File: src/rtl/bus_dev_port.sv
// Device-side FIFO pair for one slot on the bus generator/arbiter.
// TX: the host writes packets and the arbiter pulls them through pndng/pop/D_pop.
// RX: the arbiter pushes packets, which are filtered by destination ID and read by the host.
module bus_dev_port #(
  parameter int unsigned pckg_sz   = 16,
  parameter int unsigned depth     = 8,
  parameter logic [7:0]  id        = 8'h00,
  parameter logic [7:0]  broadcast = 8'hFF
) (
  input  logic               clk,
  input  logic               reset,
  // Host side of the TX FIFO
  input  logic               tx_wr,
  input  logic [pckg_sz-1:0] tx_data,
  output logic               tx_full,
  // Arbiter side of the TX FIFO
  output logic               pndng,
  output logic [pckg_sz-1:0] D_pop,
  input  logic               pop,
  // Arbiter side of the RX FIFO
  input  logic               push,
  input  logic [pckg_sz-1:0] D_push,
  // Host side of the RX FIFO
  input  logic               rx_rd,
  output logic [pckg_sz-1:0] rx_data,
  output logic               rx_empty,
  // Status
  output logic               tx_ovf,
  output logic               rx_ovf,
  output logic               pop_err,
  output logic [7:0]         mis_cnt
);

  localparam int unsigned     PtrW    = $clog2(depth);
  localparam int unsigned     CntW    = PtrW + 1;
  localparam logic [CntW-1:0] CntFull = CntW'(depth);

  // ---------------------------------------------------------------------------
  // TX FIFO state
  // ---------------------------------------------------------------------------
  logic [pckg_sz-1:0] tx_mem_q [depth];
  logic [PtrW-1:0]    tx_wr_ptr_q, tx_wr_ptr_d;
  logic [PtrW-1:0]    tx_rd_ptr_q, tx_rd_ptr_d;
  logic [CntW-1:0]    tx_cnt_q, tx_cnt_d;
  logic               tx_ovf_q, tx_ovf_d;
  logic               pop_err_q, pop_err_d;
  logic               tx_pop_ok, tx_wr_ok;

  // ---------------------------------------------------------------------------
  // RX FIFO state
  // ---------------------------------------------------------------------------
  logic [pckg_sz-1:0] rx_mem_q [depth];
  logic [PtrW-1:0]    rx_wr_ptr_q, rx_wr_ptr_d;
  logic [PtrW-1:0]    rx_rd_ptr_q, rx_rd_ptr_d;
  logic [CntW-1:0]    rx_cnt_q, rx_cnt_d;
  logic               rx_ovf_q, rx_ovf_d;
  logic [7:0]         mis_cnt_q, mis_cnt_d;
  logic [7:0]         rx_dst;
  logic               rx_accept, rx_rd_ok, rx_wr_ok;

  // TX next-state: a pop frees the head slot in the same edge, so a full FIFO
  // can still take a write when the arbiter pops simultaneously.
  always_comb begin
    tx_wr_ptr_d = tx_wr_ptr_q;
    tx_rd_ptr_d = tx_rd_ptr_q;
    tx_cnt_d    = tx_cnt_q;
    tx_ovf_d    = tx_ovf_q;
    pop_err_d   = pop_err_q;

    tx_pop_ok = pop && (tx_cnt_q != '0);
    tx_wr_ok  = tx_wr && ((tx_cnt_q != CntFull) || tx_pop_ok);

    if (pop && !tx_pop_ok) begin
      pop_err_d = 1'b1;
    end
    if (tx_wr && !tx_wr_ok) begin
      tx_ovf_d = 1'b1;
    end
    if (tx_pop_ok) begin
      tx_rd_ptr_d = tx_rd_ptr_q + PtrW'(1);
    end
    if (tx_wr_ok) begin
      tx_wr_ptr_d = tx_wr_ptr_q + PtrW'(1);
    end

    unique case ({tx_wr_ok, tx_pop_ok})
      2'b10:   tx_cnt_d = tx_cnt_q + CntW'(1);
      2'b01:   tx_cnt_d = tx_cnt_q - CntW'(1);
      default: tx_cnt_d = tx_cnt_q;
    endcase
  end

  // RX next-state: address filter first, then the same full/read interplay as TX.
  always_comb begin
    rx_wr_ptr_d = rx_wr_ptr_q;
    rx_rd_ptr_d = rx_rd_ptr_q;
    rx_cnt_d    = rx_cnt_q;
    rx_ovf_d    = rx_ovf_q;
    mis_cnt_d   = mis_cnt_q;

    rx_dst    = D_push[pckg_sz-1 -: 8];
    rx_accept = push && ((rx_dst == id) || (rx_dst == broadcast));
    rx_rd_ok  = rx_rd && (rx_cnt_q != '0);
    rx_wr_ok  = rx_accept && ((rx_cnt_q != CntFull) || rx_rd_ok);

    if (push && !rx_accept && (mis_cnt_q != 8'hFF)) begin
      mis_cnt_d = mis_cnt_q + 8'd1;
    end
    if (rx_accept && !rx_wr_ok) begin
      rx_ovf_d = 1'b1;
    end
    if (rx_rd_ok) begin
      rx_rd_ptr_d = rx_rd_ptr_q + PtrW'(1);
    end
    if (rx_wr_ok) begin
      rx_wr_ptr_d = rx_wr_ptr_q + PtrW'(1);
    end

    unique case ({rx_wr_ok, rx_rd_ok})
      2'b10:   rx_cnt_d = rx_cnt_q + CntW'(1);
      2'b01:   rx_cnt_d = rx_cnt_q - CntW'(1);
      default: rx_cnt_d = rx_cnt_q;
    endcase
  end

  // Control state: pointers, counts and sticky flags, cleared asynchronously.
  always_ff @(posedge clk or negedge reset) begin
    if (!reset) begin
      tx_wr_ptr_q <= '0;
      tx_rd_ptr_q <= '0;
      tx_cnt_q    <= '0;
      tx_ovf_q    <= 1'b0;
      pop_err_q   <= 1'b0;
      rx_wr_ptr_q <= '0;
      rx_rd_ptr_q <= '0;
      rx_cnt_q    <= '0;
      rx_ovf_q    <= 1'b0;
      mis_cnt_q   <= '0;
    end else begin
      tx_wr_ptr_q <= tx_wr_ptr_d;
      tx_rd_ptr_q <= tx_rd_ptr_d;
      tx_cnt_q    <= tx_cnt_d;
      tx_ovf_q    <= tx_ovf_d;
      pop_err_q   <= pop_err_d;
      rx_wr_ptr_q <= rx_wr_ptr_d;
      rx_rd_ptr_q <= rx_rd_ptr_d;
      rx_cnt_q    <= rx_cnt_d;
      rx_ovf_q    <= rx_ovf_d;
      mis_cnt_q   <= mis_cnt_d;
    end
  end

  // Packet storage; contents survive reset, only the pointers are cleared.
  always_ff @(posedge clk) begin
    if (tx_wr_ok) begin
      tx_mem_q[tx_wr_ptr_q] <= tx_data;
    end
    if (rx_wr_ok) begin
      rx_mem_q[rx_wr_ptr_q] <= D_push;
    end
  end

  // Outputs derive from registered state only; heads are forced to zero when empty.
  always_comb begin
    pndng    = (tx_cnt_q != '0);
    tx_full  = (tx_cnt_q == CntFull);
    D_pop    = pndng ? tx_mem_q[tx_rd_ptr_q] : '0;
    rx_empty = (rx_cnt_q == '0);
    rx_data  = rx_empty ? '0 : rx_mem_q[rx_rd_ptr_q];
    tx_ovf   = tx_ovf_q;
    rx_ovf   = rx_ovf_q;
    pop_err  = pop_err_q;
    mis_cnt  = mis_cnt_q;
  end

endmodule

File: config.mk
export PLATFORM = sky130hd
export DESIGN_NAME = bus_dev_port
export DESIGN_NICKNAME = d
export VERILOG_FILES = /design/src/rtl/bus_dev_port.sv
export SDC_FILE = /design/constraint.sdc
export NUM_CORES = 1
export LEC_CHECK = 0
export ABC_CLOCK_PERIOD_IN_PS = 5900
export BUFFER_PORTS_ARGS = -buffer_cell sky130_fd_sc_hd__buf_2
export CAP_MARGIN = 20
export CORE_MARGIN = 2
export CORE_UTILIZATION = 60
export CTS_BUF_LIST = sky130_fd_sc_hd__clkbuf_8
export DETAILED_ROUTE_END_ITERATION = 16
export PLACE_DENSITY = 0.79
export SETUP_SLACK_MARGIN = 0.02
export SLEW_MARGIN = 20
export SYNTH_ARGS = -nofsm -noshare
export SYNTH_HDL_FRONTEND = slang
export SYNTH_SLANG_ARGS = --single-unit
File: constraint.sdc
create_clock -name clk -period 5.9 [get_ports clk]
set_input_delay 1.18 -clock clk [delete_from_list [all_inputs] [get_ports clk]]
set_output_delay 1.18 -clock clk [all_outputs]
set_load 0.005 [all_outputs]
==> results.json, run 1 <==
{
  "n_fill_cell": 1161,
  "fin_nets": 761,
  "routed_wl_um": 22180,
  "vias_per_cell": 6.050,
  "routedWlPerCell_um": 22.54,
  "finClkSkew_ns": 0.02989,
  "cap_violations": 0,
  "yosysWarnings": 0,
  "grt_max_degree": 35,
  "grt_pass1_vias": 6234,
  "clock-sinks": 287,
  "place_congestion": 0.8177,
  "htree_levels": 2,
  "p_per_area_nw_per_um2": 453.4,
  "track_usage_pct": 23.23,
  "dp_slack_ns": 1.923,
  "port_buffers": 83,
  "die_h_um": 142.4,
  "min_path_type": "reg2reg",
  "core-area_sq_um": 18770,
  "start_util_pct": 61.20,
  "drc": 0,
  "rsz0062_at_grt": "false",
  "clock_path_buffers": 3,
  "grt-ovfl-total": 0,
  "synth_area_leaders": "edfxtp_1 67%, mux4_2 13%, dfrtp_1 6.8%",
  "hpwl_um": 13530,
  "clk_pin_slew_ns": 0.06,
  "setup-violations-final": 0,
  "postRouteAntennaNets": 0,
  "synth_top_area_share_pct": 66.93,
  "synthCells": 592,
  "period_share_pct": 61.84,
  "cts_tree": "done",
  "synth-seq-cells": 287,
  "drtIter0Drc": 650,
  "layout-drive-gt1-share_pct": 31.91,
  "syn_avg_cell_area_sq_um": 19.40,
  "cp.arrival_ns": 2.47,
  "grt_pass1_wl_um": 35130,
  "io_pins": 84,
  "die_w_um": 142.4,
  "finalCriticalPeriod_ns": 3.648,
  "worstSetupPathType": "reg2out",
  "ys_types": 40,
  "ys_seq_area_share_pct": 73.68,
  "synth_fp_nets": 641,
  "worst_pin_slew_ns": 1.061,
  "setup_tns_ns": 0,
  "insertion_delay_ns": 0.55,
  "antenna_found_initial": 3,
  "hold_buffers": 0,
  "max_freq_mhz": 274.1,
  "crit_required_ns": 4.72,
  "ctsResizeCount": 0,
  "slew_headroom_pct": 29.06,
  "worst_setup_path_start_kind": "flip-flop",
  "slew_violations": 0,
  "drtPass1Iterations": 5,
  "cts_root_buf": "clkbuf_8",
  "outcome": "complete, no violations",
  "floorplan.rows": 50,
  "vias": 5953,
  "cts_made_buffers": 45,
  "synth_area_sq_um": 11490,
  "crit_fanout": 34,
  "hold_viol": 0,
  "cellLeakagePower_nw": 4.685,
  "yosys.area.top_type": "edfxtp_1",
  "syn2layout_area_growth_pct": 14.06,
  "die-area_sq_um": 20270,
  "post_cts_buffers": 0,
  "worstSetupEndpointType": "output pin",
  "peakVddDrop_uv": 288.4,
  "setup_slack_ns": 2.252
}
-- per-layer routing --
layer / wire length (um) / share of wire (%) / track usage (%)
met1: 9352 / 42 / 33.30
met2: 10970 / 49 / 36.54
met3: 1382 / 6.2 / 5.182
met4: 447 / 2.0 / 7.348
met5: 27 / 0.12 / 0
-- critical path, stage by stage (launching register included) --
cell and delay (ns):
dfrtp_2 0.34, buf_4 0.54, mux4_2 0.59, mux2i_1 0.24
nor2_1 0.07, buf_2 0.13
-- metrics by stage --
step	total power, mW	util [%]	hold WS, ns	std cells	area [sq um]
after global routing	6.266	69.79	0.4792	983	13100
after detailed placement	4.510	65.45	0.4472	899	12280
after floorplan	3.877	-	0.4510	592	11490
final	5.941	69.81	0.4563	984	13100
after CTS	6.002	69.78	0.4598	983	13100
after global placement	4.433	65.45	0.4492	899	12280
-- power breakdown --
part           switching [mW]  internal [mW]  total, mW  leakage (nW)
sequential              0.272           2.45       2.72          2.68
combinational           0.828          0.899       1.73          1.52
clock                   0.734          0.760       1.49         0.481
-- flip-flops by register name (all words and copies together) (netlist names) --
signal and count:
tx_cnt_q 4, rx_cnt_q 4, pop_err 1, mis_cnt 8
rx_mem_q 128, rx_ovf 1, tx_mem_q 128, tx_rd_ptr_q 3
rx_wr_ptr_q 3, rx_rd_ptr_q 3, tx_ovf 1, tx_wr_ptr_q 3
-- cells in the final DEF (no fill, tap or decap), drive strengths merged, types with 4 or more instances in the layout --
cell type	n
nor4	5
xnor2	16
ha	9
nand2b	6
a21o	6
nand3	8
inv	32
nor3	9
clkbuf	45
nand2	20
nor2	46
nand4	7
mux2i	35
xor2	4
clkinv	13
mux2	6
edfxtp	256
dfrtp	31
buf	100
mux4	64
o21ai	5
-- synth_stat cells (all sizes together) --
master and instances:
xor2 4, edfxtp 256, nand4 7, buf 10
ha 9, a21o 6, nor2b 1, a21boi 1
a21oi 3, mux2 6, o22ai 1, a31oi 1
nor3b 1, nand2b 6, and3 2, inv 10
or2 2, nand3 8, mux2i 35, nor2 46
o21bai 1, xnor2 16, o31a 1, nor3 9
dfrtp 31, mux4 64, nor4 5, o21ai 5
o2111a 1, nand2 20, o211ai 3, and2 1
and2b 1, clkbuf 17, fa 2
-- cell families after synthesis --
logic type               share of synthesized area [%]
flip-flops                                       73.68
XOR/XNOR                                         1.525
adder cells (fa/ha/maj)                          1.329
AND/OR/NAND/NOR                                  4.521
AO/OA/AOI/OAI                                    1.383
multiplexers                                     16.25
buffers and inverters                            1.307
-- final cells by class --
cell class	count	area [sq um]	share of cell area [%]
antenna	1	2.502	0.01910
clock buffer	45	619.3	4.727
clock inverter	39	193.9	1.480
inverter	10	37.54	0.2865
multi-input combinational	268	2943	22.46
sequential	287	8469	64.65
tap	234	292.8	2.235
timing repair buffer	100	543.0	4.145
-- path summary, 6_finish.rpt --
| check | slack [ns] | from | cells after the start | end |
|---|---|---|---|---|
| worst max-delay path | 2.25 | rx_rd_ptr_q[0] | 5 | rx_data[6] |
| worst min-delay path | 0.46 | tx_ovf | 1 | tx_ovf |
| worst max register to register | 3.04 | rx_cnt_q[0] | 10 | rx_cnt_q[3] |
| worst min register to register | 0.46 | tx_ovf | 1 | tx_ovf |
| max in group asynchronous | 4.71 | reset | 1 | tx_rd_ptr_q[0] |
| min in group asynchronous | 0.67 | reset | 1 | mis_cnt[7] |
(Power assumes the default switching activity.)
==> inputs of run 2 (changes only) <==
- ABC_CLOCK_PERIOD_IN_PS: 5900 -> 3300
- CORE_UTILIZATION: 60 -> 56
- PLACE_DENSITY: 0.79 -> 0.78
- clock period: 5.9 -> 3.3 ns (I/O delays scaled with it)
==> results.json, run 2 (same netlist as run 1, synthesis figures left out) <==
{
  "outcome": "complete, no violations",
  "final_common_cell": "edfxtp_1",
  "floorplan.rows": 52,
  "routed-wl-met2_um": 11600,
  "postRouteAntennaNets": 0,
  "core-area_sq_um": 20170,
  "max_freq_mhz": 338.6,
  "rr_worst_depth": 9,
  "worst_pin_slew_ns": 0.7155,
  "finalCriticalPeriod_ns": 2.953,
  "syn2layout_area_growth_pct": 14.97,
  "cellLeakagePower_nw": 4.718,
  "worst_setup_path_start_kind": "flip-flop",
  "final_cells": 1023,
  "cpPeakStageDelay_ns": 0.73,
  "place_congestion": 0.7804,
  "die_w_um": 147.2,
  "holdWs_ns": 0.1655,
  "dr_wl_met3_um": 1254,
  "period_share_pct": 89.49,
  "worstSetupEndpointType": "output pin",
  "cp_slowest_cell": "dfrtp_1",
  "drtIter0Drc": 350,
  "clk_pin_slew_ns": 0.06,
  "finClkSkew_ns": 0.03510,
  "grt_max_degree": 35,
  "die_h_um": 147.2,
  "slew_violations": 0,
  "cp_top_family": "flip-flops",
  "routed_wl_um": 22100,
  "drt-met1-wl_um": 8755,
  "setup_tns_ns": 0,
  "start_util_pct": 56.95,
  "insertion_delay_ns": 0.57,
  "ff2ff_setup_slack_ns": 0.75,
  "io_pins": 84,
  "place_area_sq_um": 12400,
  "worstReg2RegEnd": "rx_cnt_q[3]",
  "crit_required_ns": 2.64,
  "peakVddDrop_uv": 671.5,
  "slew_headroom_pct": 52.30,
  "n_fill_cell": 1360,
  "hold_buffers": 0,
  "routedWlPerCell_um": 21.60,
  "highest_layer": "met4",
  "stdcell_area_sq_um": 13210,
  "p_per_area_nw_per_um2": 806.0,
  "track_usage_pct": 21.03,
  "critical_path_buf_inv_count": 2,
  "r2r_start": "rx_cnt_q[0]",
  "vias_per_cell": 5.712,
  "worstSetupPathType": "reg2out",
  "grt-ovfl-total": 0,
  "post_cts_buffers": 0,
  "clock-sinks": 287,
  "cts_made_buffers": 45,
  "die-area_sq_um": 21670,
  "vias": 5843,
  "cap_violations": 0,
  "drtPass1Iterations": 5,
  "min_path_type": "in2async",
  "setup-violations-final": 0,
  "hpwl_um": 13390,
  "grt_pass1_wl_um": 34630,
  "clock_path_buffers": 3,
  "hold_viol": 0,
  "cp.arrival_ns": 2.29,
  "grt_pass1_vias": 6336,
  "rsz0062_at_grt": "false",
  "htree_levels": 2,
  "cp_cell_sequence": "buf_12 > mux4_2 > mux2i_1 > nor2_1 > buf_2",
  "port_buffers": 83,
  "dp_cells": 944,
  "fin_nets": 770,
  "ctsResizeCount": 0,
  "layout-drive-gt1-share_pct": 33.47,
  "antenna_found_initial": 3,
  "final_cell_mix": "256 x edfxtp_1, 83 x buf_2, 64 x mux4_2",
  "cts_root_buf": "clkbuf_8",
  "cts_tree": "done",
  "crit_fanout": 22,
  "drc": 0
}
-- run 2: cell types whose count changed in the layout (fill, tap and decap cells not counted), moves of 3 or more --
cell / previous run / this run
clkinv_2: 2 / 8
nor3_4: 4 / 0
dfrtp_1: 26 / 29
nor3_2: 2 / 6
clkinv_1: 11 / 6
buf_4: 17 / 24
inv_1: 31 / 22
dfrtp_2: 5 / 2
-- run 2: how the worst max path moves through the flow --
stage	start	slack [ns]	depth (start not counted)	to
floorplan	D_push[14]	0.15	5	rx_mem_q[2][0]
global placement	D_push[12]	0.45	11	rx_cnt_q[3]
detailed placement	D_push[12]	0.30	11	rx_cnt_q[3]
CTS	tx_rd_ptr_q[0]	0.29	5	D_pop[4]
global route	tx_rd_ptr_q[0]	0.15	5	D_pop[4]
finish	tx_rd_ptr_q[1]	0.35	5	D_pop[4]
-- run 2: cell type report --
class / instances / area, sq um / share of cell area (%)
Sequential cell: 287 / 8466 / 64.11
Antenna cell: 3 / 7.507 / 0.05685
Clock inverter: 29 / 147.6 / 1.118
Inverter: 10 / 37.54 / 0.2843
Timing Repair Buffer: 109 / 635.6 / 4.813
Clock buffer: 47 / 646.9 / 4.899
Multi-Input combinational cell: 268 / 2927 / 22.16
Tap cell: 270 / 337.8 / 2.558
-- run 2: worst register-to-register path, delay by kind of cell, from the launching register on --
family / cells / cell delay (ns)
adder cells (fa/ha/maj): 1 / 0.30
AO/OA/AOI/OAI: 2 / 0.39
AND/OR/NAND/NOR: 4 / 1.04
multiplexers: 1 / 0.16
flip-flops: 1 / 0.44
XOR/XNOR: 1 / 0.15
-- run 2: power breakdown --
group,internal (mW),switching [mW]
Combinational,1.67,1.61
Sequential,4.37,0.336
Clock,1.33,1.33
-- run 2: metal layers --
metal  vias up  track usage, %
met5         -               0
met4         0           7.163
met3        34           4.876
met2       186           36.07
met1      3010           26.81
li1       2613               -
-- run 2: through the flow --
step / setup slack [ns] / utilization [%] / power, mW
5_1_grt: 0.1517 / 65.45 / 11.22
3_5_place_dp: 0.2979 / 61.50 / 8.105
2_1_floorplan: 0.1475 / - / 6.932
6_report: 0.3468 / 65.47 / 10.64
3_3_place_gp: 0.4483 / 61.50 / 7.940
4_1_cts: 0.2928 / 65.43 / 10.77
==> inputs of run 3 (changes only) <==
- ABC_CLOCK_PERIOD_IN_PS: 3300 -> 3700
- CORE_UTILIZATION: 56 -> 60
- CTS_CLUSTER_DIAMETER: default -> 200
- PLACE_DENSITY: 0.78 -> 0.79
- clock period: 3.3 -> 3.7 ns (I/O delays scaled with it)
==> results.json, run 3 (same netlist as run 1, synthesis figures left out) <==
{
  "grt_pass1_wl_um": 34390,
  "period_share_pct": 88.71,
  "fin_nets": 776,
  "n_fill_cell": 1161,
  "min_path_type": "in2async",
  "finClkSkew_ns": 0.01819,
  "grt_pass1_vias": 6296,
  "port_buffers": 83,
  "outcome": "complete, no violations",
  "die_w_um": 142.4,
  "start_util_pct": 61.20,
  "drc": 0,
  "antenna_found_initial": 2,
  "io_pins": 84,
  "power_frac_comb_pct": 30.0,
  "crit_required_ns": 2.96,
  "drtPass1Iterations": 4,
  "setup-violations-final": 0,
  "slew_headroom_pct": 42.40,
  "setup_tns_ns": 0,
  "final_cell_mix": "256 x edfxtp_1, 83 x buf_2, 64 x mux4_2",
  "register_area_sq_um": 8466,
  "clock_power_share_pct": 24.7,
  "place_congestion": 0.8694,
  "cp_slowest_cell": "dfrtp_2",
  "worstSetupEndpointType": "output pin",
  "die_h_um": 142.4,
  "max_freq_mhz": 304.7,
  "routedWlPerCell_um": 22.18,
  "clock-sinks": 287,
  "p_seq_share_pct": 45.3,
  "cts_root_buf": "clkbuf_8",
  "clock_path_buffers": 3,
  "postRouteAntennaNets": 0,
  "die-area_sq_um": 20270,
  "crit_fanout": 18,
  "finalCriticalPeriod_ns": 3.282,
  "cts_made_buffers": 43,
  "vias": 5903,
  "peakVddDrop_uv": 412.8,
  "ctsResizeCount": 0,
  "cts_tree": "done",
  "floorplan.rows": 50,
  "clk_pin_slew_ns": 0.07,
  "p_per_area_nw_per_um2": 716.9,
  "worst_pin_slew_ns": 0.8640,
  "hold_buffers": 0,
  "worstSetupPathType": "reg2out",
  "swShare_pct": 30.53,
  "vias_per_cell": 5.933,
  "cellLeakagePower_nw": 4.772,
  "slew_violations": 0,
  "grt-ovfl-total": 0,
  "power_mw": 9.452,
  "hpwl_um": 13600,
  "worst_setup_path_start_kind": "flip-flop",
  "syn2layout_area_growth_pct": 14.79,
  "post_cts_buffers": 0,
  "insertion_delay_ns": 0.54,
  "cp_cell_sequence": "buf_4 > mux4_2 > mux2i_1 > nor2_1 > buf_2",
  "layout-drive-gt1-share_pct": 33.42,
  "p_int_mw": 6.567,
  "rsz0062_at_grt": "false",
  "grt_max_degree": 35,
  "p_sw_mw": 2.886,
  "core-area_sq_um": 18770,
  "htree_levels": 2,
  "cap_violations": 0,
  "drtIter0Drc": 540,
  "final_common_cell": "edfxtp_1",
  "routed_wl_um": 22070,
  "multi_input_area_sq_um": 2918,
  "hold_viol": 0,
  "cpPeakStageDelay_ns": 0.77,
  "cp.arrival_ns": 2.54,
  "track_usage_pct": 22.73
}
## run 3: cell types whose count changed in the layout (fill, tap and decap cells not counted), sizes merged
cell	delta
clkinv	-7
diode	-2
buf	+8
clkbuf	+1
inv	+8
## run 3: power groups by stage
stage | combinational, mW | sequential, mW | clock, mW
after global placement | 2.78 | 4.31 | 0
after detailed placement | 2.87 | 4.35 | 0
after CTS | 2.88 | 4.28 | 2.39
final | 2.84 | 4.28 | 2.33
after global routing | 3.11 | 4.33 | 2.53
after floorplan | 2.06 | 4.12 | 0
## run 3: metrics by stage
step / instances / area [sq um] / hold WS (ns) / setup slack [ns] / utilization (%)
2_1_floorplan: 592 / 11490 / 0.4444 / 0.06939 / -
4_1_cts: 994 / 13180 / 0.2601 / 0.3537 / 70.24
6_report: 995 / 13190 / 0.2545 / 0.4176 / 70.25
3_5_place_dp: 916 / 12400 / 0.4544 / 0.6194 / 66.05
5_1_grt: 995 / 13190 / 0.2936 / 0.2344 / 70.25
3_3_place_gp: 916 / 12400 / 0.4448 / 0.7068 / 66.05
## run 3: area by class of cell
type                       instances  area share [%]
sequential                       287           64.21
clock buffer                      48           5.010
tap                              234           2.221
antenna                            1         0.01898
multi-input combinational        268           22.13
timing repair buffer             117           5.181
inverter                          10          0.2847
clock inverter                    30          0.9489
## run 3: worst max-delay path, delay by kind of cell (launching register included)
kind,cells,cell delay [ns]
DFF,1,0.77
muxes,2,0.69
buffers and inverters,2,0.48
and+or+nand+nor,1,0.05
## run 3: worst paths after layout
path | cells past startpoint | to | from | slack, ns
max in group asynchronous | 1 | tx_rd_ptr_q[0] | reset | 2.93
hold reg to reg | 1 | pop_err | pop_err | 0.46
setup / recovery | 5 | rx_data[5] | rx_rd_ptr_q[0] | 0.42
hold / removal | 1 | mis_cnt[7] | reset | 0.25
setup reg to reg | 10 | rx_cnt_q[3] | rx_cnt_q[0] | 0.88
min in group clk | 1 | pop_err | pop_err | 0.46
## run 3: per-layer routing
layer / vias up / share of wire [%] / global-route usage (%) / wire [um]
li1: 2631 / - / - / -
met1: 3023 / 42 / 31.84 / 9224
met2: 207 / 50 / 36.59 / 11000
met3: 40 / 6.4 / 4.778 / 1415
met4: 2 / 1.9 / 7.452 / 414
met5: - / 0.059 / 0 / 13
